===== config.mk =====
export PLATFORM = sky130hd
export DESIGN_NAME = fetch_unit
export DESIGN_NICKNAME = d
export VERILOG_FILES = /design/src/rtl/fetch_unit.sv
export SDC_FILE = /design/constraint.sdc
export NUM_CORES = 1
export LEC_CHECK = 0
export CAP_MARGIN = 20
export CORE_ASPECT_RATIO = 1.1
export CORE_MARGIN = 3
export CORE_UTILIZATION = 36
export DETAILED_ROUTE_END_ITERATION = 16
export GPL_ROUTABILITY_DRIVEN = 0
export PLACE_DENSITY_LB_ADDON = 0.12
export SLEW_MARGIN = 10
export SYNTH_ARGS = -nofsm -noshare
export SYNTH_HDL_FRONTEND = slang
export SYNTH_SLANG_ARGS = --single-unit

===== constraint.sdc =====
create_clock -name clk_i -period 1.86 [get_ports clk_i]
set_input_delay 0.465 -clock clk_i [delete_from_list [all_inputs] [get_ports clk_i]]
set_output_delay 0.465 -clock clk_i [all_outputs]
set_load 0.01 [all_outputs]

===== src/rtl/fetch_unit.sv =====
// Instruction fetch unit.
//
// Holds the fetch PC, issues single-word reads to instruction memory and
// presents the returned word to decode through a valid/ready register.
// Fetch alternates REQ (memory read) and HOLD (word waiting for decode), so
// with zero-wait memory and decode always ready it issues one instruction
// every two cycles.
//
// Ports:
//   clk_i          clock, rising edge
//   rst_ni         asynchronous active-low reset
//   pc_o           current fetch PC (feeds the external incrementer)
//   next_pc_i      incrementer result (pc_o + 1), used for sequential advance
//   redirect_i     branch/jump taken strobe, highest priority
//   redirect_pc_i  redirect target, valid with redirect_i
//   imem_req_o     instruction memory read request
//   imem_addr_o    read address, always equal to pc_o
//   imem_ack_i     imem_rdata_i valid this cycle (ignored unless requesting)
//   imem_rdata_i   instruction word from memory
//   ir_o           instruction register presented to decode
//   ir_valid_o     ir_o holds an unconsumed instruction
//   ir_ready_i     decode accept
module fetch_unit #(
   parameter int unsigned   W        = 16,
   parameter logic [W-1:0] RESET_PC = '0
) (
   input  logic         clk_i,
   input  logic         rst_ni,
   output logic [W-1:0] pc_o,
   input  logic [W-1:0] next_pc_i,
   input  logic         redirect_i,
   input  logic [W-1:0] redirect_pc_i,
   output logic         imem_req_o,
   output logic [W-1:0] imem_addr_o,
   input  logic         imem_ack_i,
   input  logic [W-1:0] imem_rdata_i,
   output logic [W-1:0] ir_o,
   output logic         ir_valid_o,
   input  logic         ir_ready_i
);

   typedef enum logic [1:0] {
      StIdle = 2'b00,
      StReq  = 2'b01,
      StHold = 2'b10
   } state_e;

   state_e       state_q, state_d;
   logic [W-1:0] pc_q, pc_d;
   logic [W-1:0] ir_q, ir_d;

   always_ff @(posedge clk_i or negedge rst_ni) begin
      if (!rst_ni) begin
         state_q <= StIdle;
         pc_q    <= RESET_PC;
         ir_q    <= '0;
      end else begin
         state_q <= state_d;
         pc_q    <= pc_d;
         ir_q    <= ir_d;
      end
   end

   always_comb begin
      state_d = state_q;
      pc_d    = pc_q;
      ir_d    = ir_q;
      unique case (state_q)
         // Redirect is deliberately ignored here: nothing is in flight yet.
         StIdle: state_d = StReq;
         StReq: begin
            if (redirect_i) begin
               // Any word returned this cycle belongs to the squashed path.
               pc_d    = redirect_pc_i;
               state_d = StReq;
            end else if (imem_ack_i) begin
               ir_d    = imem_rdata_i;
               state_d = StHold;
            end
         end
         StHold: begin
            // A coincident ir_ready still completes the transfer; only the
            // PC source changes.
            if (redirect_i) begin
               pc_d    = redirect_pc_i;
               state_d = StReq;
            end else if (ir_ready_i) begin
               pc_d    = next_pc_i;
               state_d = StReq;
            end
         end
         default: state_d = StIdle;
      endcase
   end

   // All outputs decode registered state only, so no input reaches them
   // combinationally.
   assign pc_o        = pc_q;
   assign imem_addr_o = pc_q;
   assign ir_o        = ir_q;
   assign imem_req_o  = (state_q == StReq);
   assign ir_valid_o  = (state_q == StHold);

endmodule


**After elaboration in Yosys (flattened, before gate mapping)**

Cells that the tools add are included.

- Register bits: 34
- Output and inout bits: 50
- Word-level logic and storage cells: 23

- Eq/ne operators: 5
- Mux-type cells: 9
- Bitwise gates (word level): 1
- Reductions and logical operators: 5

Operators with widths:

| kind | number |
|---|---|
| 16-bit 2-to-1 mux | 3 |
| 16-bit one-hot mux with 2 select lines | 1 |
| 2-bit 2-to-1 mux | 4 |
| 3-bit by 2-bit inequality test with 1-bit output, second input constant | 2 |
| 2-bit one-hot mux with 3 select lines | 1 |
| 3-bit AND reduction | 2 |
| 2-bit by 1-bit == test with 1-bit output, second input constant | 1 |
| 2-bit == test, second input constant | 1 |
| 2-bit zero test | 1 |
| 2-bit inequality test, second input constant | 1 |
| 2-bit AND reduction | 1 |
| 2-bit nonzero test | 1 |
| 1-bit inverter | 1 |

**Logic depth before layout (Yosys ltp)**

- Depth in word-level cells: 3
- Depth in mapped cells: 4
- Mapped depth without buffers: 3

**Worst setup path after synthesis**

Ideal clock, no wire load.

- Path kind: in2reg
- Start: input imem_ack_i
- End: register ir_q[10] (netlist: ir_o[10])
- Arrival time: 1366 ps
- Slack: 369 ps
- Cell stages on the path: 4
- Buffers on the path: 1
- Path through: nand2_1 -> nor3_4 -> buf_4 -> mux2_2

- Longest elaborated chain between the ends: 1

RTL lines:

| what | line | RTL |
|---|---|---|
| from (decl) | 35 | `input logic imem_ack_i,` |
| 3-bit AND reduction (no source line) | n/a |  |
| to (signal assigned) | 60 | `ir_q <= ir_d;` |
| to (decl) | 50 | `logic [W-1:0] ir_q, ir_d;` |

No other way between the ends.
A chain may end at the register's enable or synchronous reset.

**Worst setup path after layout**

- Start: register state_q[1]
- End: output imem_req_o

- Longest elaborated chain between the ends: 1

RTL lines:

| what | line | RTL |
|---|---|---|
| from (decl) | 48 | `state_e state_q, state_d;` |
| from (signal assigned) | 54 | `state_q <= StIdle;` |
| from (signal assigned) | 58 | `state_q <= state_d;` |
| 2-bit by 1-bit == test with 1-bit output | 101 | `assign imem_req_o = (state_q == StReq);` |
| to (decl) | 33 | `output logic imem_req_o,` |

No other way between the ends.

==> impl_metrics.csv <==
group,metric,value,unit
routing,vias,1250,
cells_and_area,antenna_cells,0,
run_status,status,"finished, final reports clean",
worst_setup_path,max_stage_delay,0.46,ns
power,ir_drop,556,uV
min_path,min_path_type,"reg2reg",
routing,drc,0,
floorplanning,die_x,69.1,um
power,power.density,1040,nW/um2
worst_setup_path,cp-end-kind,"primary output",
global_route,grt_overflow,0,
routing,ant_nets,0,
yosys,synth_cells,115,
placed_design,dp_hpwl,3210,um
routing,routedWlPerCell,15.6,um
yosys,synthesis.nets,168,
clocking,cts_tree,"built",
worst_setup_path,worstSetupPathType,"reg2out",
global_route,antenna_found_initial,0,
routing,routed_wl,4090,um
clocking,cts_max_path_buffers,2,
cells_and_area,synthToLayoutAreaGrowth,68.5,%
sta,slew_viol_final,0,
cells_and_area,nFillCells,314,
sta,min_period,1.71,ns
sta,hold_viol,0,
yosys,ys_seq_elements,34,
global_route,grt_max_degree,35,
worst_setup_path,arrival,1.25,ns
worst_setup_path,worst_ep_required_time,1.39,ns
clocking,htreeDepth,2,
sta,fin_crit_sh,92.1,%
floorplanning,core_area,4080,um2
worst_setup_path,cp_slowest_cell,"dfrtp_2",
power,power.total,2.76,mW
cells_and_area,nets,264,
clocking,cts_root_buffer,"clkbuf_8",
clocking,clock_latency,0.28,ns
floorplanning,fp.dieH,75.4,um
yosys,netlist_area,1580,um2
floorplanning,io_pins,103,
floorplanning,rows,24,
clocking,cts-hold-fix-buffers,0,
worst_setup_path,critPathMaxFanout,7,
yosys,yosys-top-cells-area,"dfrtp_1 54%, mux2_2 11%, o221a_2 11%, buf_4 8.1%, or2b_1 4.3%",
power,p_leak,1.05,nW
sta,slew_headroom,71.7,%
clocking,cts_buffers,5,
floorplanning,initial_core_util,38.6,%
cells_and_area,final_layout_size_suffix_gt1_share,23.8,%
sta,fin_tns_setup,0,ns
sta,fin_worst_skew,0.00252,ns
placed_design,io_buffers,102,
yosys,avgSynthCellArea,13.7,um2
worst_setup_path,r2r_cells,4,
global_route,grt_pass1_wl,6800,um
yosys,yosysWarnings,0,
sta,grt_setup_unrepaired,"no",
worst_setup_path,worstSetupStartpointType,"flip-flop",
clocking,clkSinkCount,34,
global_route,gr-usage-all-layers,16.7,%
run,cap_viol_max_count,0,
routing,dr.pass1.iters,4,
sta,final-setup-viol-count,0,
global_route,grt_pass1_vias,1412,
routing,viasPerCell,4.77,
sta,fmax,584,MHz
worst_setup_path,worstPathCellList,"and2b_1 -> dlygate4sd2_1",
yosys,ys_seq_area_share,54.0,%
floorplanning,dieArea,5210,um2
yosys,synth_cell_types,19,
yosys,synth_top_area_share,54.0,%
sta,worstMarginPinSlew,0.425,ns
min_path,min_path_cells,1,
clocking,clkSlewWorstSetupHoldPaths,0.06,ns
routing,drt_iter0_drc,53,
yosys,synth_top_area_cell,"dfrtp_1",
## layout by cell type, fill, tap and decap left out
cell type        instances
clkdlybuf4s50_1        100
dfrtp_1                 33
mux2_2                  16
o221a_2                 16
or2b_1                   9
nand2b_1                 8
clkbuf_8                 6
buf_4                    6
a21oi_1                  2
dlygate4sd2_1            2
and2b_1                  1
nor2b_2                  1
nand2_1                  1
nor3_4                   1
xor2_1                   1
nand2_2                  1
a22o_2                   1
and4bb_1                 1
nor2_1                   1
a21o_1                   1
buf_12                   1
dfrtp_2                  1
## cell families after synthesis
kind of cell / after synthesis / share of synthesized area (%)
multiplexers: 16 / 11.4
flip-flops: 34 / 54.0
AND/OR/NAND/NOR: 24 / 11.0
AO/OA/AOI/OAI: 20 / 13.2
buffers and inverters: 20 / 9.84
XOR/XNOR: 1 / 0.556
## flip-flops by register name (all words and copies together) (netlist names)
signal / flops
imem_addr_o: 16
state_q: 2
ir_o: 16
## worst max-delay path: cells and delay by family (launching register included)
family	cells	cell delay (ns)
buf+inv	1	0.29
flops	1	0.46
simple gates	1	0.22
## per-layer routing
metal / vias to the layer above / GRT usage, % / wire length (um)
li1: 590 / - / -
met1: 591 / 17.6 / 1520
met2: 64 / 30.5 / 2140
met3: 5 / 6.86 / 384
met4: 0 / 6.29 / 52
met5: - / 0 / 0
## synth_stat cells
cell,number
buf_4,17
xor2_1,1
nand2b_1,8
and2b_1,1
nor3_4,1
nand2_2,1
buf_2,1
nor2b_1,1
nor2_1,1
mux2_2,16
or2b_1,9
buf_6,2
a21o_1,1
nand2_1,1
and4bb_1,1
a21oi_1,2
dfrtp_1,34
o221a_2,16
a22o_2,1
## where the power goes
| group | switching [mW] | internal (mW) |
|---|---|---|
| registers | 0.135 | 0.938 |
| clock network | 0.238 | 0.285 |
| logic | 0.399 | 0.765 |
| total | 0.772 | 1.99 |
## what timing repair did
action,in CTS,in global routing
gates resized for setup,4,0
setup buffers,0,0
endpoints found under the setup margin,2,0
## final cells by class
| cell class | instances | area (um2) | share of cell area [%] |
|---|---|---|---|
| Timing Repair Buffer | 109 | 1080 | 40.8 |
| Sequential cell | 34 | 852 | 32.1 |
| Multi-Input combinational cell | 61 | 573 | 21.6 |
| Tap cell | 52 | 65.1 | 2.45 |
| Clock buffer | 6 | 82.6 | 3.11 |
## final timing paths
path / start / to / slack [ns]
min in group asynchronous: rst_ni / imem_addr_o[11]$_DFFE_PN0P_ / 0.59
max: state_q[1]$_DFFE_PN0P_ / imem_req_o / 0.15
max in group asynchronous: rst_ni / state_q[1]$_DFFE_PN0P_ / 0.94
min: ir_o[3]$_DFFE_PN0P_ / ir_o[3]$_DFFE_PN0P_ / 0.50
max reg2reg: state_q[0]$_DFFE_PN0P_ / ir_o[8]$_DFFE_PN0P_ / 0.40
min reg2reg: ir_o[3]$_DFFE_PN0P_ / ir_o[3]$_DFFE_PN0P_ / 0.50
## through the flow
step	std cells	hold slack [ns]	setup slack (ns)	util (%)	instance area [um2]
floorplan	115	0.169	0.369	-	1580
global placement	256	0.490	-0.0333	63.0	2570
detailed placement	256	0.496	-0.0840	63.0	2570
CTS	262	0.510	0.125	65.0	2660
global route	262	0.535	0.0694	65.0	2660
finish	262	0.503	0.147	65.0	2660
Note: power is estimated with default switching activity, not from simulation.
